### src/rtl/ysyx_041514_clint_if.sv
// Request/response bus between the NPC data path and the CLINT.
// Signal suffixes are from the CLINT's point of view.
interface ysyx_041514_clint_if #(
   parameter int ADDR_W = 32,
   parameter int XLEN   = 64
);
   logic                clint_valid_i;
   logic                clint_write_i;
   logic [ADDR_W-1:0]   clint_addr_i;
   logic [XLEN-1:0]     clint_wdata_i;
   logic [XLEN/8-1:0]   clint_wstrb_i;
   logic                clint_rvalid_o;
   logic [XLEN-1:0]     clint_rdata_o;
   logic                clint_err_o;

   modport master (
      output clint_valid_i, clint_write_i, clint_addr_i, clint_wdata_i, clint_wstrb_i,
      input  clint_rvalid_o, clint_rdata_o, clint_err_o
   );

   modport slave (
      input  clint_valid_i, clint_write_i, clint_addr_i, clint_wdata_i, clint_wstrb_i,
      output clint_rvalid_o, clint_rdata_o, clint_err_o
   );
endinterface

### src/rtl/ysyx_041514_clint.sv
// Core-local interruptor: shared prescaled 64-bit mtime, per-hart mtimecmp/msip,
// byte-strobed writes and a registered one-cycle response with error flag.
module ysyx_041514_clint #(
   parameter int                NHART     = 1,
   parameter int                XLEN      = 64,
   parameter int                ADDR_W    = 32,
   parameter logic [ADDR_W-1:0] BASE_ADDR = 32'h0200_0000,
   parameter int                TICK_DIV  = 1
) (
   input  logic                 clk,
   input  logic                 rst,
   ysyx_041514_clint_if.slave   clint_bus,
   output logic [NHART-1:0]     mtip_o,
   output logic [NHART-1:0]     msip_o
);
   localparam int               PRE_W    = 16;
   localparam logic [PRE_W-1:0] PRE_LAST = PRE_W'(TICK_DIV - 1);

   logic [63:0]       mtime_q, mtime_d;
   logic [PRE_W-1:0]  pre_q, pre_d;
   logic [63:0]       mtimecmp_q [NHART];
   logic [63:0]       mtimecmp_d [NHART];
   logic [NHART-1:0]  msip_q, msip_d;
   logic [NHART-1:0]  mtip_q;
   logic              rvalid_q;
   logic [XLEN-1:0]   rdata_q, rdata_d;
   logic              err_q, err_d;

   logic [ADDR_W-1:0] offset;
   logic              in_region;
   logic              lane;
   logic              hit_mtime;
   logic              wr;
   logic [63:0]       wdata64;
   logic [7:0]        wstrb8;
   logic [NHART-1:0]  cmp_sel;
   logic [NHART-1:0]  msip_sel;

   assign offset    = clint_bus.clint_addr_i - BASE_ADDR;
   assign in_region = (offset[ADDR_W-1:16] == '0);
   assign lane      = offset[2];
   assign hit_mtime = in_region && (offset[15:0] == 16'hBFF8);
   assign wr        = clint_bus.clint_valid_i && clint_bus.clint_write_i;
   assign wdata64   = clint_bus.clint_wdata_i[63:0];
   assign wstrb8    = clint_bus.clint_wstrb_i[7:0];

   // Exact-address decode: anything not matching a per-hart slot is an error.
   generate
      for (genvar gi = 0; gi < NHART; gi++) begin : g_sel
         assign msip_sel[gi] = in_region && (offset[15:14] == 2'b00) &&
                               (offset[1:0] == 2'b00) && (offset[13:2] == 12'(gi));
         assign cmp_sel[gi]  = in_region && (offset[15:14] == 2'b01) &&
                               (offset[2:0] == 3'b000) && (offset[13:3] == 11'(gi));
      end
   endgenerate

   function automatic logic [63:0] strobe_merge(input logic [63:0] old_v,
                                                input logic [63:0] new_v,
                                                input logic [7:0]  strb);
      logic [63:0] res;
      for (int b = 0; b < 8; b++) begin
         res[b*8 +: 8] = strb[b] ? new_v[b*8 +: 8] : old_v[b*8 +: 8];
      end
      return res;
   endfunction

   // A software write to mtime restarts the prescaler and swallows that cycle's tick.
   always_comb begin
      mtime_d = mtime_q;
      pre_d   = pre_q + PRE_W'(1);
      if (wr && hit_mtime) begin
         mtime_d = strobe_merge(mtime_q, wdata64, wstrb8);
         pre_d   = '0;
      end else if (pre_q == PRE_LAST) begin
         mtime_d = mtime_q + 64'd1;
         pre_d   = '0;
      end
   end

   always_comb begin
      msip_d = msip_q;
      for (int h = 0; h < NHART; h++) begin
         mtimecmp_d[h] = mtimecmp_q[h];
         if (wr && cmp_sel[h]) begin
            mtimecmp_d[h] = strobe_merge(mtimecmp_q[h], wdata64, wstrb8);
         end
         if (wr && msip_sel[h] && wstrb8[{lane, 2'b00}]) begin
            msip_d[h] = wdata64[{lane, 5'b00000}];
         end
      end
   end

   always_comb begin
      logic [63:0] cmp_rd;
      logic        msip_rd;
      cmp_rd  = '0;
      msip_rd = 1'b0;
      rdata_d = '0;
      err_d   = 1'b0;
      for (int h = 0; h < NHART; h++) begin
         if (cmp_sel[h]) begin
            cmp_rd = mtimecmp_q[h];
         end
         msip_rd = msip_rd | (msip_sel[h] & msip_q[h]);
      end
      if (!(hit_mtime || (|cmp_sel) || (|msip_sel))) begin
         err_d = 1'b1;
      end else if (!clint_bus.clint_write_i) begin
         if (hit_mtime) begin
            rdata_d[63:0] = mtime_q;
         end else if (|cmp_sel) begin
            rdata_d[63:0] = cmp_rd;
         end else begin
            rdata_d[63:0] = lane ? {31'd0, msip_rd, 32'd0} : {63'd0, msip_rd};
         end
      end
   end

   always_ff @(posedge clk) begin
      if (rst) begin
         mtime_q  <= '0;
         pre_q    <= '0;
         msip_q   <= '0;
         mtip_q   <= '0;
         rvalid_q <= 1'b0;
         rdata_q  <= '0;
         err_q    <= 1'b0;
         for (int h = 0; h < NHART; h++) begin
            mtimecmp_q[h] <= '1;
         end
      end else begin
         mtime_q  <= mtime_d;
         pre_q    <= pre_d;
         msip_q   <= msip_d;
         for (int h = 0; h < NHART; h++) begin
            mtimecmp_q[h] <= mtimecmp_d[h];
            mtip_q[h]     <= (mtime_q >= mtimecmp_q[h]);
         end
         rvalid_q <= clint_bus.clint_valid_i;
         rdata_q  <= clint_bus.clint_valid_i ? rdata_d : '0;
         err_q    <= clint_bus.clint_valid_i & err_d;
      end
   end

   assign clint_bus.clint_rvalid_o = rvalid_q;
   assign clint_bus.clint_rdata_o  = rdata_q;
   assign clint_bus.clint_err_o    = err_q;
   assign mtip_o                   = mtip_q;
   assign msip_o                   = msip_q;
endmodule
### src/flat_wrapper.sv
// flat-port wrapper written by rule: the top's interface ports become plain ports
module ysyx_041514_clint_flat 
#(
   parameter int                NHART     = 1,
   parameter int                XLEN      = 64,
   parameter int                ADDR_W    = 32,
   parameter logic [ADDR_W-1:0] BASE_ADDR = 32'h0200_0000,
   parameter int                TICK_DIV  = 1
)
  (clk, rst, mtip_o, msip_o, clint_bus_clint_valid_i, clint_bus_clint_write_i, clint_bus_clint_addr_i, clint_bus_clint_wdata_i, clint_bus_clint_wstrb_i, clint_bus_clint_rvalid_o, clint_bus_clint_rdata_o, clint_bus_clint_err_o);
  ysyx_041514_clint_if #(.ADDR_W(ADDR_W), .XLEN(XLEN)) clint_bus_i ();
  input  logic clk;
  input  logic rst;
  output logic [NHART-1:0] mtip_o;
  output logic [NHART-1:0] msip_o;
  input wire logic [$bits(clint_bus_i.clint_valid_i)-1:0] clint_bus_clint_valid_i;
  input wire logic [$bits(clint_bus_i.clint_write_i)-1:0] clint_bus_clint_write_i;
  input wire logic [$bits(clint_bus_i.clint_addr_i)-1:0] clint_bus_clint_addr_i;
  input wire logic [$bits(clint_bus_i.clint_wdata_i)-1:0] clint_bus_clint_wdata_i;
  input wire logic [$bits(clint_bus_i.clint_wstrb_i)-1:0] clint_bus_clint_wstrb_i;
  output wire logic [$bits(clint_bus_i.clint_rvalid_o)-1:0] clint_bus_clint_rvalid_o;
  output wire logic [$bits(clint_bus_i.clint_rdata_o)-1:0] clint_bus_clint_rdata_o;
  output wire logic [$bits(clint_bus_i.clint_err_o)-1:0] clint_bus_clint_err_o;
  assign clint_bus_i.clint_valid_i = clint_bus_clint_valid_i;
  assign clint_bus_i.clint_write_i = clint_bus_clint_write_i;
  assign clint_bus_i.clint_addr_i = clint_bus_clint_addr_i;
  assign clint_bus_i.clint_wdata_i = clint_bus_clint_wdata_i;
  assign clint_bus_i.clint_wstrb_i = clint_bus_clint_wstrb_i;
  assign clint_bus_clint_rvalid_o = clint_bus_i.clint_rvalid_o;
  assign clint_bus_clint_rdata_o = clint_bus_i.clint_rdata_o;
  assign clint_bus_clint_err_o = clint_bus_i.clint_err_o;
  ysyx_041514_clint #(.NHART(NHART), .XLEN(XLEN), .ADDR_W(ADDR_W), .BASE_ADDR(BASE_ADDR), .TICK_DIV(TICK_DIV)) u_core (.clk(clk), .rst(rst), .clint_bus(clint_bus_i), .mtip_o(mtip_o), .msip_o(msip_o));
endmodule
### config.mk
export PLATFORM = sky130hd
export DESIGN_NAME = ysyx_041514_clint_flat
export DESIGN_NICKNAME = d
export VERILOG_FILES = /design/src/rtl/ysyx_041514_clint_if.sv /design/src/rtl/ysyx_041514_clint.sv /design/src/flat_wrapper.sv
export SDC_FILE = /design/constraint.sdc
export NUM_CORES = 1
export LEC_CHECK = 0
export BUFFER_PORTS_ARGS = -buffer_cell sky130_fd_sc_hd__buf_2
export CAP_MARGIN = 20
export CORE_MARGIN = 2
export CORE_UTILIZATION = 55
export DETAILED_ROUTE_END_ITERATION = 8
export PLACE_DENSITY = 0.78
export SETUP_SLACK_MARGIN = 0.2
export SLEW_MARGIN = 20
export SYNTH_ARGS = -nofsm -noshare
export SYNTH_HDL_FRONTEND = slang
export SYNTH_SLANG_ARGS = --single-unit
### constraint.sdc
create_clock -name clk -period 3.5 [get_ports clk]
set_input_delay 1.05 -clock clk [delete_from_list [all_inputs] [get_ports clk]]
set_output_delay 1.05 -clock clk [all_outputs]
set_load 0.05 [all_outputs]
==> impl_results.md <==
* Overflow after GRT at 0
* Die area at 21300 µm²
* Sum Neg Setup Slack at 0 ns
* Fin crit period at 3.03 ns
* Largest net degree at the start of global routing at 67
* Maximum clock path buffer count at 3
* Clk_lat worst skew at 0.51 ns
* Worst Reg-to-Reg Cells at 11
* Fmax at 0.330 GHz
* Die Height at 146 µm
* Setup slack, reg-to-reg at 0.47 ns
* Post-synth EDFFs at 0
* Cts repair resizes at 0
* Syn_area_per_cell at 8.54 µm²
* Synth unique cells at 75
* Worst Tran Pin Value at 0.874 ns
* Synthesis Warnings at 0
* Crit. End Element: flip-flop
* Largest family of logic cells by synthesized area: simple AND/OR/NAND/NOR gates
* RD Place Congestion at 0.891
* GRT Total Usage at 0.280
* Wirelength per Cell at 17.6 µm
* RSZ-0062 raised after global routing: no
* P_leak at 0.00592 µW
* Final Slew Violations at 0
* Synthesized net count at 1476
* Endpoints failing setup at 0
* Area grow syn2layout at 18.7%
* Post-DRT Antenna Nets at 0
* Outcome: completed
* Worst r2r src: u_core.pre_q[0]
* Xor and xnor fraction of the mapped netlist area at 0.0118
* Clock root buffer: clkbuf_16
* First-pass GRT wire length at 50100 µm
* Initial antenna violation count at 3
* Die Wd at 146 µm
* Worst Hold Path EP: u_core.clint_bus.clint_rdata_o[56]
* Post-synthesis mux area share at 0.00969
* Vias in the first global route at 10100
* Routed vias/inst at 6.10
* Hold Path Class: reg -> reg
* Post-synth ARST share at 0
* CTS buffer count at 23
* Adder-Cell Fraction of Synth Area at 0.0766
* IO Port Bufs at 175
* Most used DFF post-synth: dfxtp_1
* Mapped Cells at 1300
* WP data arrival at 3.47 ns
* Worst path required time at 3.94 ns
* Slew Limit Headroom at 0.413
* Nets at 1637
* H-Tree Depth at 1
* Number of remaining DRC errors at 0
* Final wirelength at 30700 µm
* Compound-Gate Fraction of Synth Area at 0.225
* Mapped Area at 11100 µm²
* Non-Filler Instances at 1744
* Hold_buf cts at 0
* Hold Path Stages at 2
* Worst-path clk slew at 0.06 ns
* Crit-path max FO at 11
* Row cnt at 51
* Share of layout cells above drive strength 1 at 0.196
* # IOs at 176
* Core box area at 19700 µm²
* Power density over the cells at 382 nW/µm²
* Hold Path Origin: u_core.mtimecmp_q[0][56]
* Postcts setup bufs at 0
* Final hold vios at 0
* First-iteration detailed-routing DRC count at 851
* Dpl cells at 1701
* DR vias at 10600
* Fillers at 1673
* Final Skew at 0.0139 ns
* Crit share post-route at 0.866
* First-pass detailed-route iteration total at 5
* CTS Sinks at 212
* Simple-gate portion of the synthesized area at 0.231
* Synthesis-stage register bit count at 212
* Detailed Place HPWL at 21700 µm
* Max Cap Viol at 0
* Crit path kind: reg -> reg
* Peak supply drop at 336 µV
* CTS tree: yes
* Seq/Total Area, Yosys at 0.382
* Starting Density at 0.565
* Worst setup SP type: flip-flop
* Reg2reg end: u_core.mtime_q[63]
power breakdown:
part / total, µW / leakage (µW) / internal [µW] / switching (µW)
sequential: 2420 / 0.00171 / 2420 / 5.57
clock: 2430 / 0.000373 / 1460 / 970
combinational: 185 / 0.00384 / 72.7 / 113
total: 5030 / 0.00592 / 3950 / 1090
stage by stage:
stage / instance area (µm²) / worst slack (ns) / hold slack (ns) / power [µW] / util
after floorplan: 11100 / 0.365 / 0.465 / 2540 / -
after global placement: 12400 / 0.0944 / 0.475 / 2660 / 0.632
after detailed placement: 12400 / -0.00272 / 0.479 / 2660 / 0.632
after CTS: 13200 / 0.500 / 0.495 / 5060 / 0.670
after global routing: 13200 / 0.260 / 0.524 / 5170 / 0.671
final: 13200 / 0.470 / 0.493 / 5030 / 0.671
flip-flops by register name, indices dropped and copies added, names as in the netlist:
name / count
u_core.clint_bus.clint_rdata_o: 64
u_core.mtime_q: 64
u_core.mtimecmp_q: 64
u_core.pre_q: 16
u_core.clint_bus.clint_err_o: 1
u_core.clint_bus.clint_rvalid_o: 1
u_core.msip_o: 1
u_core.mtip_o: 1
synth_stat cells (20+ instances only):
library cell | n | area (µm²)
and3_1 | 32 | 200
nor2_1 | 180 | 676
o21ai_0 | 36 | 180
nand2_1 | 73 | 274
nand4_1 | 36 | 225
nor4_1 | 20 | 125
clkbuf_1 | 39 | 146
dfxtp_1 | 212 | 4240
a211o_1 | 67 | 587
inv_1 | 75 | 282
a211oi_1 | 21 | 158
nand3_1 | 51 | 255
a22oi_1 | 63 | 473
a21oi_1 | 61 | 305
ha_1 | 68 | 851
cells by family (layout without fill, tap and decap cells):
family                     Yosys count  count (layout)
muxes                               10              10
DFF                                212             212
AOI/OAI and AO/OA                  346             346
xor gates and xnor gates            15              15
other                                0               3
buffers and inverters              157             333
and+or+nand+nor                    492             492
adders and majority gates           68              68
worst max-delay path: stages (launching register included):
cell and delay (ns):
dfxtp_1 0.37, inv_1 0.08, ha_1 0.14, nor4b_1 0.39, and4_1 0.34, buf_4 0.22
o41ai_4 0.10, buf_4 0.20, nor4_4 0.59, nand4_1 0.21, a2bb2oi_1 0.17, a21oi_1 0.13
how the worst max path moves through the flow:
stage / start / endpoint / slack [ns] / cells past startpoint
after floorplan: clint_bus_clint_addr_i[25] / u_core.mtimecmp_q[0][4] / 0.37 / 13
after global placement: clint_bus_clint_addr_i[25] / u_core.mtimecmp_q[0][49] / 0.09 / 11
after detailed placement: clint_bus_clint_addr_i[25] / u_core.mtime_q[45] / -0.003 / 12
after CTS: u_core.mtime_q[0] / u_core.mtip_o / 0.50 / 11
after global routing: u_core.pre_q[1] / u_core.mtime_q[63] / 0.26 / 11
final: u_core.pre_q[0] / u_core.mtime_q[63] / 0.47 / 11
cell type report:
type / count / area (µm²) / share of cell area
multi-input cells: 931 / 6190 / 0.470
flip-flops and latches: 212 / 4240 / 0.322
repair buffers: 218 / 1380 / 0.104
clock buffers: 33 / 663 / 0.0503
well taps: 265 / 332 / 0.0252
inverters: 75 / 282 / 0.0214
clock inverters: 7 / 85.1 / 0.00646
diodes: 3 / 7.51 / 0.000570
per-layer routing:
layer  track usage  up-vias  routed length [µm]
met1         0.375     5007               13300
li1              -     5093                   -
met2         0.463      460               14200
met4         0.108        0                 918
met5             0        -                   0
met3        0.0369       70                2240
cell usage in the layout, fill, tap and decap left out, types with 6 or more instances in the layout:
cell type,netlist,layout
a211oi_1,21,21
clkbuf_16,0,23
and4_1,9,9
a21o_1,14,14
a31oi_1,9,9
xor2_1,7,7
and3_1,32,32
buf_2,18,174
or3_1,9,9
mux2i_1,7,7
a21oi_1,61,61
dfxtp_1,212,212
nand3_1,51,51
o21ai_0,36,36
nor3_2,7,8
nor3_1,19,18
inv_1,75,75
nor3b_1,6,6
a2bb2oi_1,6,6
buf_4,12,30
and2_1,18,17
ha_1,68,68
a22oi_1,63,63
nor2_1,180,180
nor4_1,20,20
nand4_1,36,36
o21ai_1,7,6
xnor2_1,8,8
buf_12,0,14
a211o_1,67,67
nand2_1,73,73
a311oi_1,8,8
Note: power is estimated with default switching activity, not from simulation.
